===== config.mk =====
export PLATFORM = sky130hd
export DESIGN_NAME = oam_dma_ctrl_flat
export DESIGN_NICKNAME = d
export VERILOG_FILES = /design/src/rtl/oam_dma_ctrl_if.sv /design/src/rtl/oam_dma_ctrl.sv /design/src/flat_wrapper.sv
export SDC_FILE = /design/constraint.sdc
export NUM_CORES = 1
export LEC_CHECK = 0
export ABC_AREA = 1
export BUFFER_PORTS_ARGS = -buffer_cell sky130_fd_sc_hd__buf_2
export CAP_MARGIN = 20
export CORE_ASPECT_RATIO = 0.75
export CORE_MARGIN = 2
export CORE_UTILIZATION = 53
export DETAILED_ROUTE_END_ITERATION = 8
export GPL_TIMING_DRIVEN = 0
export HOLD_SLACK_MARGIN = 0.15
export PLACE_DENSITY_LB_ADDON = 0.3
export RECOVER_POWER = 50
export SLEW_MARGIN = 10
export SYNTH_ARGS = -nofsm -noshare
export SYNTH_HDL_FRONTEND = slang
export SYNTH_SLANG_ARGS = --single-unit

===== constraint.sdc =====
create_clock -name clk -period 2.45 [get_ports clk]
set_input_delay 0.1225 -clock clk [delete_from_list [all_inputs] [get_ports clk]]
set_output_delay 0.1225 -clock clk [all_outputs]
set_load 0.02 [all_outputs]

===== src/rtl/oam_dma_ctrl_if.sv =====
// rtl/oam_dma_ctrl_if.sv - CPU-side and memory-side bus bundle for the sprite DMA controller
interface oam_dma_ctrl_if;
   // CPU side
   logic [15:0] cpu_addr_out;
   logic [7:0]  cpu_data_out;
   logic        cpu_ren;
   logic        cpu_wen;
   logic [7:0]  cpu_data_in;
   logic        cpu_rdy;
   // memory-map side
   logic [15:0] mem_addr;
   logic [7:0]  mem_data_out;
   logic        mem_ren;
   logic        mem_wen;
   logic [7:0]  mem_data_in;
   // status
   logic        dma_busy;
   logic        dma_done;

   // controller view
   modport master (
      input  cpu_addr_out, cpu_data_out, cpu_ren, cpu_wen, mem_data_in,
      output cpu_data_in, cpu_rdy, mem_addr, mem_data_out, mem_ren, mem_wen,
             dma_busy, dma_done
   );

   // CPU + memory-map view
   modport slave (
      output cpu_addr_out, cpu_data_out, cpu_ren, cpu_wen, mem_data_in,
      input  cpu_data_in, cpu_rdy, mem_addr, mem_data_out, mem_ren, mem_wen,
             dma_busy, dma_done
   );
endinterface


===== src/rtl/oam_dma_ctrl.sv =====
// rtl/oam_dma_ctrl.sv - sprite DMA sequencer and CPU/memory bus arbiter
module oam_dma_ctrl #(
   parameter logic [15:0] DMA_REG_ADDR  = 16'h4014,
   parameter logic [15:0] OAM_DATA_ADDR = 16'h2004,
   parameter int          XFER_LEN      = 256
) (
   input  logic              clk,
   input  logic              rst,
   oam_dma_ctrl_if.master    bus
);

   localparam logic [7:0] LAST_IDX = 8'(XFER_LEN - 1);

   typedef enum logic [2:0] {
      S_IDLE,
      S_HALT,
      S_ALIGN,
      S_READ,
      S_WRITE,
      S_DONE
   } state_t;

   state_t     state_q, state_d;
   logic [7:0] page_q, page_d;
   logic [7:0] idx_q, idx_d;
   logic [7:0] latch_q, latch_d;
   logic       parity_q, parity_d;
   logic       cpu_rdy_q, cpu_rdy_d;
   logic       dma_busy_q, dma_busy_d;
   logic       dma_done_q, dma_done_d;

   logic       passthru;
   logic       trigger;

   // DONE behaves exactly like IDLE on the bus, including accepting a retrigger
   assign passthru = (state_q == S_IDLE) || (state_q == S_DONE);
   assign trigger  = passthru && bus.cpu_wen && (bus.cpu_addr_out == DMA_REG_ADDR);

   // next-state and registered-output computation
   always_comb begin
      state_d    = state_q;
      page_d     = page_q;
      idx_d      = idx_q;
      latch_d    = latch_q;
      parity_d   = ~parity_q;
      case (state_q)
         S_IDLE, S_DONE: begin
            if (trigger) begin
               page_d  = bus.cpu_data_out;
               idx_d   = 8'h00;
               state_d = S_HALT;
            end else begin
               state_d = S_IDLE;
            end
         end
         S_HALT:  state_d = parity_q ? S_ALIGN : S_READ;
         S_ALIGN: state_d = S_READ;
         S_READ: begin
            latch_d = bus.mem_data_in;
            state_d = S_WRITE;
         end
         S_WRITE: begin
            if (idx_q == LAST_IDX) begin
               state_d = S_DONE;
            end else begin
               idx_d   = idx_q + 8'd1;
               state_d = S_READ;
            end
         end
         default: state_d = S_IDLE;
      endcase
      // status outputs are registered, so derive them from the state being entered
      cpu_rdy_d  = (state_d == S_IDLE) || (state_d == S_DONE);
      dma_busy_d = (state_d == S_HALT) || (state_d == S_ALIGN) ||
                   (state_d == S_READ) || (state_d == S_WRITE);
      dma_done_d = (state_d == S_DONE);
   end

   // state register with asynchronous reset
   always_ff @(posedge clk or posedge rst) begin
      if (rst) begin
         state_q    <= S_IDLE;
         page_q     <= 8'h00;
         idx_q      <= 8'h00;
         latch_q    <= 8'h00;
         parity_q   <= 1'b0;
         cpu_rdy_q  <= 1'b1;
         dma_busy_q <= 1'b0;
         dma_done_q <= 1'b0;
      end else begin
         state_q    <= state_d;
         page_q     <= page_d;
         idx_q      <= idx_d;
         latch_q    <= latch_d;
         parity_q   <= parity_d;
         cpu_rdy_q  <= cpu_rdy_d;
         dma_busy_q <= dma_busy_d;
         dma_done_q <= dma_done_d;
      end
   end

   // bus mux: CPU passthrough when idle, DMA drive during transfer, silent in reset
   always_comb begin
      bus.mem_addr     = 16'h0000;
      bus.mem_data_out = 8'h00;
      bus.mem_ren      = 1'b0;
      bus.mem_wen      = 1'b0;
      bus.cpu_data_in  = 8'h00;
      if (!rst) begin
         if (passthru) begin
            bus.mem_addr     = bus.cpu_addr_out;
            bus.mem_data_out = bus.cpu_data_out;
            bus.mem_ren      = bus.cpu_ren;
            bus.mem_wen      = bus.cpu_wen;
            bus.cpu_data_in  = bus.mem_data_in;
         end else if (state_q == S_READ) begin
            // idx never carries into the page byte
            bus.mem_addr = {page_q, idx_q};
            bus.mem_ren  = 1'b1;
         end else if (state_q == S_WRITE) begin
            bus.mem_addr     = OAM_DATA_ADDR;
            bus.mem_data_out = latch_q;
            bus.mem_wen      = 1'b1;
         end
      end
   end

   assign bus.cpu_rdy  = cpu_rdy_q;
   assign bus.dma_busy = dma_busy_q;
   assign bus.dma_done = dma_done_q;

endmodule


===== src/flat_wrapper.sv =====
// flat-port wrapper written by rule: the top's interface ports become plain ports
module oam_dma_ctrl_flat 
#(
   parameter logic [15:0] DMA_REG_ADDR  = 16'h4014,
   parameter logic [15:0] OAM_DATA_ADDR = 16'h2004,
   parameter int          XFER_LEN      = 256
)
  (clk, rst, bus_cpu_addr_out, bus_cpu_data_out, bus_cpu_ren, bus_cpu_wen, bus_mem_data_in, bus_cpu_data_in, bus_cpu_rdy, bus_mem_addr, bus_mem_data_out, bus_mem_ren, bus_mem_wen, bus_dma_busy, bus_dma_done);
  oam_dma_ctrl_if bus_i ();
  input  logic clk;
  input  logic rst;
  input wire logic [$bits(bus_i.cpu_addr_out)-1:0] bus_cpu_addr_out;
  input wire logic [$bits(bus_i.cpu_data_out)-1:0] bus_cpu_data_out;
  input wire logic [$bits(bus_i.cpu_ren)-1:0] bus_cpu_ren;
  input wire logic [$bits(bus_i.cpu_wen)-1:0] bus_cpu_wen;
  input wire logic [$bits(bus_i.mem_data_in)-1:0] bus_mem_data_in;
  output wire logic [$bits(bus_i.cpu_data_in)-1:0] bus_cpu_data_in;
  output wire logic [$bits(bus_i.cpu_rdy)-1:0] bus_cpu_rdy;
  output wire logic [$bits(bus_i.mem_addr)-1:0] bus_mem_addr;
  output wire logic [$bits(bus_i.mem_data_out)-1:0] bus_mem_data_out;
  output wire logic [$bits(bus_i.mem_ren)-1:0] bus_mem_ren;
  output wire logic [$bits(bus_i.mem_wen)-1:0] bus_mem_wen;
  output wire logic [$bits(bus_i.dma_busy)-1:0] bus_dma_busy;
  output wire logic [$bits(bus_i.dma_done)-1:0] bus_dma_done;
  assign bus_i.cpu_addr_out = bus_cpu_addr_out;
  assign bus_i.cpu_data_out = bus_cpu_data_out;
  assign bus_i.cpu_ren = bus_cpu_ren;
  assign bus_i.cpu_wen = bus_cpu_wen;
  assign bus_i.mem_data_in = bus_mem_data_in;
  assign bus_cpu_data_in = bus_i.cpu_data_in;
  assign bus_cpu_rdy = bus_i.cpu_rdy;
  assign bus_mem_addr = bus_i.mem_addr;
  assign bus_mem_data_out = bus_i.mem_data_out;
  assign bus_mem_ren = bus_i.mem_ren;
  assign bus_mem_wen = bus_i.mem_wen;
  assign bus_dma_busy = bus_i.dma_busy;
  assign bus_dma_done = bus_i.dma_done;
  oam_dma_ctrl #(.DMA_REG_ADDR(DMA_REG_ADDR), .OAM_DATA_ADDR(OAM_DATA_ADDR), .XFER_LEN(XFER_LEN)) u_core (.clk(clk), .rst(rst), .bus(bus_i));
endmodule

==> results.tsv, run 1 <==
metric	value	unit
worst_hold_slack	0.246	ns
crit_cells	9	
critPathRequiredTime	2.33	ns
crit_slowest_cell	dfrtp_1	
grt-ovfl-total	0	
root_buffer	clkbuf_8	
grt_pass1_vias	1891	
cpPeakStageDelay	0.39	ns
yosysTopAreaCellShare	0.384	
drt-initial-drc-count	242	
worst_clock_skew	0.00529	ns
ys_types	30	
clockBufferDepth	2	
nets	387	
synth_seq_area_share	0.397	
slew_headroom	0.443	
layout_min_cycle_time	1.94	ns
critPathTopFamily	buffers and inverters	
postRouteAntennaNets	0	
drive_above_1_share	0.348	
postCtsHoldBufs	16	
crit-reg2reg-launch	u_core.state_q[2]	
cts_buffers	5	
cp-startpoint	u_core.state_q[2]	
crit_chain	inv_1 > nand2_1 > inv_1 > nand2_1 > inv_2 > buf_4 > nand3_1 > o21ai_0 > buf_2	
wire_per_inst	14.0	microns
io_buffer_count	71	
start_util	0.545	
vias	2077	
die-area	4200	sq um
cts_tree	yes	
r2r_slack	0.61	ns
synthArstFlopShare	1.00	
synth_edf_count	0	
syn_area	1960	sq um
finalSetupViolCount	0	
path_class	flip-flop to output pin	
cts_resized	0	
drc_errors	0	
endpoint	bus_mem_addr[14]	
post-place-ws	0.737	ns
finalHoldViolations	0	
reg2reg_to	u_core.bus.cpu_rdy	
finalSetupTns	0	ns
synth_area_leaders	dfrtp_1 38%, nor2_1 7.3%, nand2_1 6.9%, inv_1 6.5%, o21ai_0 5.1%	
status	completed	
grt_max_degree	41	
max_freq	0.516	GHz
slew_viol_final	0	
synth_nets	293	
cap_violations	0	
core-area	3590	sq um
total_power	1.02	mW
die_h	56.6	microns
avgViaCountPerCell	5.15	
ys_warn_count	0	
ys.flop_type	dfrtp_1	
path_clk_slew	0.06	ns
min_path_type	primary input to flip-flop	
crit_path_end_kind	output pin	
cts.sinks	31	
worst_slack	0.511	ns
areaGrowthSynthToFinish	31.5	%
drt_first_pass_iters	5	
synth_seq_cells	31	
dieWidth	74.2	microns
track_usage	0.283	
antenna_found_initial	0	
clkLatencyLatePin	0.29	ns
synthTopCellsByCount	38 x nor2_1, 36 x nand2_1, 34 x inv_1, 30 x dfrtp_1, 20 x o21ai_0	
pin_count	73	
post_cts_buffers	0	
cts-htree-levels	2	
synth_most_common_cell	nor2_1	
post-route-util	0.717	
placementRows	19	
tightest_slew	0.835	ns
avgSynthCellArea	7.64	sq um
fillerInstances	307	
grt_pass1_wl	8800	microns
gp_congestion	0.813	
syn_inst	256	
diodes	0	
ff2ff_path_depth	8	
leakage	1.38	nW
min_path_cells	5	
rsz0062_at_grt	no	
power_density	398	nW/um^2
vdd_ir_drop_max	351	uV
crit_buf_inv	5	
synth_top_cell_by_area	dfrtp_1	
wirelength	5630	microns
start_kind	flip-flop	
worstPathArrival	1.82	ns
dpl.hpwl	3720	microns
cp_max_fo	10	
fin_crit_sh	0.792	
-- logic make-up (layout without fill, tap and decap cells) --
logic type	after synthesis	in the layout	share of synthesized area
AND/OR/NAND/NOR	121	121	0.309
AO/OA/AOI/OAI	53	53	0.173
buffers and inverters	50	145	0.114
flip-flops	31	31	0.397
adder cells (fa/ha/maj)	1	1	0.00639
-- final cells by class --
type | instances | area (sq um) | area share
inverters | 39 | 146 | 0.0569
flip-flops and latches | 31 | 777 | 0.302
clock buffers | 7 | 76.3 | 0.0297
plain buffers | 11 | 67.6 | 0.0263
clock inverters | 1 | 5.00 | 0.00195
multi-input cells | 175 | 923 | 0.359
repair buffers | 87 | 512 | 0.199
well taps | 52 | 65.1 | 0.0253
-- per-layer routing --
| layer | global-route usage | vias up | part of all wire |
|---|---|---|---|
| li1 | - | 1004 | - |
| met1 | 0.394 | 941 | 0.42 |
| met2 | 0.423 | 112 | 0.46 |
| met3 | 0.0664 | 20 | 0.088 |
| met4 | 0.114 | 0 | 0.028 |
| met5 | 0 | - | 0 |
-- tightest hold or removal path, stage by stage --
cell	delay, ns
buf_2	0.09
nand2_1	0.06
nor2_1	0.13
a21oi_2	0.04
nand3_1	0.06
-- how the worst min path moves through the flow --
stage                           to  slack (ns)           startpoint
6_report       u_core.bus.dma_busy        0.25          bus_cpu_wen
5_1_grt        u_core.bus.dma_busy        0.29          bus_cpu_wen
4_1_cts        u_core.bus.dma_busy        0.25          bus_cpu_wen
3_5_place_dp      u_core.page_q[1]        0.40  bus_cpu_data_out[1]
3_3_place_gp      u_core.page_q[1]        0.39  bus_cpu_data_out[1]
2_1_floorplan     u_core.page_q[0]        0.28  bus_cpu_data_out[0]
-- registers in the layout (all words and copies together) (netlist names) --
signal	count
u_core.idx_q	8
u_core.latch_q	8
u_core.parity_q	1
u_core.bus.cpu_rdy	1
u_core.bus.dma_done	1
u_core.state_q	3
u_core.page_q	8
u_core.bus.dma_busy	1
-- placed cells by master, fill, tap and decap left out, types with 2 or more instances in the layout --
master         count
o21ai_1            3
nand3_2            2
inv_1             34
nor2_1            39
dfrtp_1           30
nor2_2             7
nand3_1           15
clkbuf_8           5
dlygate4sd3_1     16
nand2_2           12
a21oi_1            6
o21ai_0           20
inv_2              5
a21oi_2            2
buf_6              2
nand2_1           39
buf_2             71
o21ai_2            8
a22oi_1           12
nand2_4            2
buf_4              2
clkbuf_1           9
-- where the power goes --
part           switching [mW]  internal [mW]
sequential            0.00378          0.519
clock                   0.194          0.199
combinational          0.0594         0.0489
total                   0.257          0.767
-- per-stage QoR --
stage                     cell area [sq um]  std cells
final                                  2570        403
after global routing                   2570        403
after CTS                              2620        403
after detailed placement               2380        379
after global placement                 2380        379
after floorplan                        1960        256
Note: power is estimated with default switching activity, not from simulation.
==> run 2, diff against run 1 <==
--- a/config.mk
+++ b/config.mk
@@ -5,12 +5,12 @@
 export SDC_FILE = /design/constraint.sdc
 export NUM_CORES = 1
 export LEC_CHECK = 0
-export ABC_AREA = 1
+export ABC_AREA = 0
 export BUFFER_PORTS_ARGS = -buffer_cell sky130_fd_sc_hd__buf_2
 export CAP_MARGIN = 20
 export CORE_ASPECT_RATIO = 0.75
 export CORE_MARGIN = 2
-export CORE_UTILIZATION = 53
+export CORE_UTILIZATION = 48
 export DETAILED_ROUTE_END_ITERATION = 8
 export GPL_TIMING_DRIVEN = 0
 export HOLD_SLACK_MARGIN = 0.15
==> constraint.sdc (replaced) <==
create_clock -name clk -period 1.9 [get_ports clk]
set_input_delay 0.095 -clock clk [delete_from_list [all_inputs] [get_ports clk]]
set_output_delay 0.095 -clock clk [all_outputs]
set_load 0.02 [all_outputs]
==> results.tsv, run 2 <==
metric	value	unit	change
status	completed		
synth_edf_count	0		unchanged
syn_area	1800	sq um	-8.2%
ys.flop_type	dfrtp_1		
ff2ff_path_depth	6		-2
grt-ovfl-total	0		unchanged
layout_min_cycle_time	1.86	ns	
ys_warn_count	0		unchanged
synthTopCellsByCount	31 x nand2_1, 30 x dfrtp_1, 22 x a22o_1, 9 x and2_1, 9 x nor2_1		
diodes	0		unchanged
synthArstFlopShare	1.00		unchanged
clockBufferDepth	2		unchanged
cts.sinks	31		unchanged
cts_tree	yes		
worst_clock_skew	0.00544	ns	+0.000155 ns
finalSetupTns	0	ns	unchanged
nets	326		-16%
endpoint	bus_mem_data_out[4]		
cpPeakStageDelay	0.40	ns	about the same
slew_viol_final	0		unchanged
yosysTopAreaCellShare	0.418		+0.0342
clkLatencyLatePin	0.29	ns	about the same
r2r_slack	0.13	ns	-0.48 ns
path_clk_slew	0.06	ns	about the same
pin_count	73		unchanged
antenna_found_initial	0		unchanged
cp-startpoint	u_core.state_q[0]		
synth_area_leaders	dfrtp_1 42%, a22o_1 11%, nand2_1 6.5%, mux2_1 4.4%, and2_1 3.1%		
dieWidth	74.6	microns	+0.65%
crit-reg2reg-launch	u_core.state_q[2]		
start_util	0.497		-0.0479
finalHoldViolations	0		unchanged
slew_headroom	0.502		+0.0587
ys_types	47		+57%
drive_above_1_share	0.374		+0.0261
dpl.hpwl	3530	microns	-5.3%
crit_chain	or3b_1 > buf_6 > nor2_4 > a22o_1 > buf_4		
reg2reg_to	u_core.idx_q[0]		
top_regs	u_core.idx_q (8), u_core.latch_q (8), u_core.page_q (8)		
gp_congestion	0.868		+6.8%
path_class	flip-flop to output pin		
root_buffer	clkbuf_8		
syn_inst	185		-28%
cts_buffers	5		unchanged
drt-initial-drc-count	133		-45%
drc_errors	0		unchanged
power_density	1420	nW/um^2	+260%
die_h	57.0	microns	+0.64%
worstPathArrival	1.76	ns	-0.06 ns
vdd_ir_drop_max	1010	uV	+190%
final_cell_mix	64 x buf_2, 31 x nand2_1, 30 x dfrtp_1, 22 x a22o_1, 18 x buf_4		
placementRows	19		unchanged
wire_per_inst	16.7	microns	+20%
grt_pass1_vias	1718		-9.1%
final_common_cell	buf_2		
cts-htree-levels	2		unchanged
start_kind	flip-flop		
crit_path_end_kind	output pin		
max_freq	0.538	GHz	
core-area	3610	sq um	+0.66%
cap_violations	0		unchanged
leakage	1.36	nW	-1.5%
placed_area	2220	sq um	-6.5%
grt_max_degree	31		-24%
synth_seq_area_share	0.432		+0.0354
stdcell_area	2630	sq um	+2.2%
track_usage	0.261		-0.0216
fin_crit_sh	0.979		
avgSynthCellArea	9.71	sq um	+27%
vias	1888		-9.1%
post-place-ws	-0.0475	ns	-0.785 ns
synth_seq_cells	31		unchanged
areaGrowthSynthToFinish	46.3	%	
synth_most_common_cell	nand2_1		
avgViaCountPerCell	5.54		+7.4%
cp_max_fo	8		-2
drt_first_pass_iters	4		-1
grt_pass1_wl	8210	microns	-6.7%
worst_slack	0.0405	ns	-0.470 ns
min_path_type	primary input to flip-flop		
crit_slowest_cell	or3b_1		
synth_top_cell_by_area	dfrtp_1		
critPathRequiredTime	1.80	ns	-0.53 ns
io_buffer_count	72		+1.4%
synth_nets	222		-24%
wirelength	5700	microns	+1.1%
finalSetupViolCount	0		unchanged
die-area	4250	sq um	+1.3%
tightest_slew	0.747	ns	-0.0881 ns
postRouteAntennaNets	0		unchanged
run 2: logic make-up (layout without fill, tap and decap cells):
kind of cell	Yosys count	in the layout	synth area share
and+or+nand+nor	81	81	0.253
AOI/OAI and AO/OA	43	43	0.187
DFF	31	31	0.432
buffers and inverters	14	118	0.0355
muxes	9	9	0.0557
xor gates and xnor gates	6	6	0.0292
adders and majority gates	1	1	0.00696
run 2: metal layers:
| metal | vias to the layer above | track usage | share of wire |
|---|---|---|---|
| met5 | - | 0 | 0 |
| met4 | 0 | 0.0791 | 0.018 |
| met3 | 11 | 0.0671 | 0.061 |
| met2 | 72 | 0.418 | 0.49 |
| met1 | 925 | 0.351 | 0.43 |
| li1 | 880 | - | - |
run 2: where the power goes:
group	leakage [nW]	internal [mW]	total, mW	switching, mW
Clock	0.0470	0.284	0.525	0.241
Combinational	0.937	0.890	2.12	1.23
Sequential	0.374	0.878	1.09	0.213
Total	1.36	2.05	3.74	1.69
run 2: repair_timing:
item | CTS | global route
resized for setup | 13 | 18
hold buffers | 18 | 0
setup endpoints to repair | 33 | 35
setup buffers | 2 | 5
endpoints found under the hold margin | 46 | 0
pin swaps | 2 | 5
run 2: metrics by stage:
stage	power, mW	cells	hold WS (ns)	utilization
after floorplan	2.33	185	0.0225	-
after global placement	2.79	309	0.283	0.615
after detailed placement	2.83	309	0.285	0.615
after CTS	3.52	336	0.211	0.707
after global routing	3.97	341	0.223	0.727
final	3.74	341	0.221	0.727
run 2: cell type report:
| cell class | instances | area [sq um] |
|---|---|---|
| multi-input combinational | 140 | 1000 |
| fill | 284 | 985 |
| sequential | 31 | 777 |
| timing repair buffer | 97 | 599 |
| clock buffer | 6 | 82.6 |
| buffer | 10 | 81.3 |
| tap | 52 | 65.1 |
| inverter | 4 | 15.0 |
| clock inverter | 1 | 5.00 |
run 2: worst min path at each step:
stage / endpoint / slack, ns / depth (start not counted) / from
final: u_core.state_q[0] / 0.22 / 3 / bus_cpu_wen
after global routing: u_core.state_q[0] / 0.22 / 3 / bus_cpu_wen
after CTS: u_core.state_q[0] / 0.21 / 3 / bus_cpu_wen
after detailed placement: u_core.parity_q / 0.28 / 2 / rst
after global placement: u_core.parity_q / 0.28 / 2 / rst
after floorplan: u_core.bus.dma_busy / 0.02 / 1 / rst
run 2: worst max-delay path, delay by kind of cell, from the launching register on:
family | cells | cell delay [ns]
and+or+nand+nor | 2 | 0.60
DFF | 1 | 0.39
buffers and inverters | 2 | 0.29
AOI/OAI and AO/OA | 1 | 0.19
==> run 3, diff against run 2 <==
--- a/config.mk
+++ b/config.mk
@@ -6,11 +6,11 @@
 export NUM_CORES = 1
 export LEC_CHECK = 0
 export ABC_AREA = 0
-export BUFFER_PORTS_ARGS = -buffer_cell sky130_fd_sc_hd__buf_2
+export BUFFER_PORTS_ARGS = -buffer_cell sky130_fd_sc_hd__buf_4
 export CAP_MARGIN = 20
 export CORE_ASPECT_RATIO = 0.75
-export CORE_MARGIN = 2
-export CORE_UTILIZATION = 48
+export CORE_MARGIN = 1
+export CORE_UTILIZATION = 52
 export DETAILED_ROUTE_END_ITERATION = 8
 export GPL_TIMING_DRIVEN = 0
 export HOLD_SLACK_MARGIN = 0.15
==> constraint.sdc (replaced) <==
create_clock -name clk -period 2.3 [get_ports clk]
set_input_delay 0.115 -clock clk [delete_from_list [all_inputs] [get_ports clk]]
set_output_delay 0.115 -clock clk [all_outputs]
set_load 0.02 [all_outputs]
==> results.tsv, run 3 (synthesis results as in run 2) <==
metric	value	unit	change
cts_buffers	5		unchanged
wire_per_inst	17.7	microns	+5.7%
slew_headroom	0.0812		-0.421
nets	319		-2.1%
path_class	flip-flop to output pin		
switchingPower	1.34	mW	-21%
io_buffer_count	72		unchanged
power_frac_comb	0.555		-0.013
clockBufferDepth	2		unchanged
grt-ovfl-total	0		unchanged
cts.sinks	31		unchanged
stdcell_area	2650	sq um	+0.95%
areaGrowthSynthToFinish	47.7	%	
status	completed		
finalSetupViolCount	0		unchanged
cpPeakStageDelay	0.37	ns	-0.03 ns
crit_path_end_kind	output pin		
cts_tree	yes		
post_cts_buffers	0		-2
cap_violations	0		unchanged
wirelength	5690	microns	-0.16%
grt_pass1_wl	8740	microns	+6.5%
die_h	52.9	microns	-7.2%
pin_count	73		unchanged
rsz0062_at_grt	no		
cp_max_fo	10		+2
worst_clock_skew	0.00611	ns	+0.000665 ns
seqPwrFrac	0.296		+0.004
critPathRequiredTime	2.18	ns	+0.38 ns
clockPowerShare	0.149		+0.009
max_freq	0.462	GHz	
path_clk_slew	0.06	ns	about the same
drt-initial-drc-count	136		+2.3%
placed_area	2390	sq um	+7.4%
clkLatencyLatePin	0.29	ns	about the same
dpl.hpwl	3440	microns	-2.5%
placementRows	18		-1
dieWidth	69.9	microns	-6.4%
power_density	1120	nW/um^2	-21%
start_util	0.546		+0.0492
postRouteAntennaNets	0		unchanged
min_path_type	primary input to flip-flop		
avgViaCountPerCell	5.81		+4.9%
crit_slowest_cell	dfrtp_1		
layout_min_cycle_time	2.16	ns	
fin_crit_sh	0.941		
dp.cells	297		-3.9%
grt_pass1_vias	1723		+0.29%
drt_first_pass_iters	4		unchanged
antenna_found_initial	0		unchanged
vias	1870		-0.95%
gp_congestion	0.838		-3.5%
final_cells	322		-5.6%
grt_max_degree	31		unchanged
finalHoldViolations	0		unchanged
root_buffer	clkbuf_8		
worstPathArrival	2.05	ns	+0.29 ns
final_cell_mix	70 x buf_4, 31 x nand2_1, 30 x dfrtp_1, 22 x a22o_1, 17 x dlygate4sd3_1		
leakage	1.35	nW	-0.62%
drc_errors	0		unchanged
final_common_cell	buf_4		
start_kind	flip-flop		
tightest_slew	1.38	ns	+0.631 ns
diodes	0		unchanged
top_regs	u_core.idx_q (8), u_core.latch_q (8), u_core.page_q (8)		
finalSetupTns	0	ns	unchanged
track_usage	0.322		+0.0610
drive_above_1_share	0.333		-0.0404
internal-power	1.64	mW	-20%
core-area	3290	sq um	-9.0%
cts-htree-levels	2		unchanged
slew_viol_final	0		unchanged
die-area	3700	sq um	-13%
crit_chain	buf_2 > xnor2_1 > and3_1 > clkbuf_1 > and2_1 > buf_4		
vdd_ir_drop_max	873	uV	-14%
netSwitchingFraction	0.449		-0.00186
[run 3: cell types whose count changed in the layout (fill, tap and decap cells not counted), sizes merged]
cell,previous run,this run
buf,85,76
clkbuf,11,12
dlymetal6s4s,0,1
[run 3: repair_timing]
| action | 4_1_cts | 5_1_grt |
|---|---|---|
| gates resized for setup | 1 | 6 |
| hold endpoints to repair | 46 | 0 |
| hold buffers | 18 | 0 |
| pin swaps | 0 | 1 |
| endpoints found under the setup margin | 2 | 11 |
| cloned | 0 | 0 |
[run 3: final cells by class]
type,count,area (sq um)
multi-input cells,140,961
clock buffers,6,82.6
inverters,4,15.0
flip-flops and latches,31,777
fillers,219,634
repair buffers,90,712
well taps,40,50.0
clock inverters,1,5.00
plain buffers,10,51.3
[run 3: power groups by stage]
stage	clock, mW	combinational [mW]	sequential [mW]
2_1_floorplan	0	1.05	0.869
3_3_place_gp	0	1.53	0.879
3_5_place_dp	0	1.57	0.884
4_1_cts	0.442	1.62	0.875
5_1_grt	0.467	1.79	0.905
6_report	0.444	1.66	0.881
[run 3: worst paths after layout]
path	start	endpoint	slack, ns	cells after the start
worst max-delay path	u_core.state_q[2]	bus_cpu_data_in[6]	0.14	6
worst min-delay path	bus_cpu_wen	u_core.state_q[0]	0.16	3
worst max register to register	u_core.state_q[2]	u_core.idx_q[0]	0.20	6
worst min register to register	u_core.parity_q	u_core.parity_q	0.43	1
max in group asynchronous	rst	u_core.idx_q[5]	0.33	4
min in group asynchronous	rst	u_core.bus.cpu_rdy	0.56	3
[run 3: routing by layer]
metal,GRT usage,part of all wire
met1,0.407,0.42
met2,0.534,0.49
met3,0.0800,0.069
met4,0.143,0.016
met5,0,0
[run 3: per-stage QoR]
step	hold WS, ns	total power [mW]	utilization	setup WS, ns
floorplan	0.0425	1.92	-	0.692
global placement	0.288	2.41	0.726	0.335
detailed placement	0.295	2.45	0.726	0.280
CTS	0.218	2.94	0.812	0.0571
global route	0.192	3.17	0.807	0.0690
finish	0.159	2.98	0.807	0.136
[run 3: critical path, delay by kind of cell, from the launching register on]
kind                      cells  cell delay (ns)
xor gates and xnor gates      1             0.19
buffers and inverters         3             0.71
DFF                           1             0.37
and+or+nand+nor               2             0.49
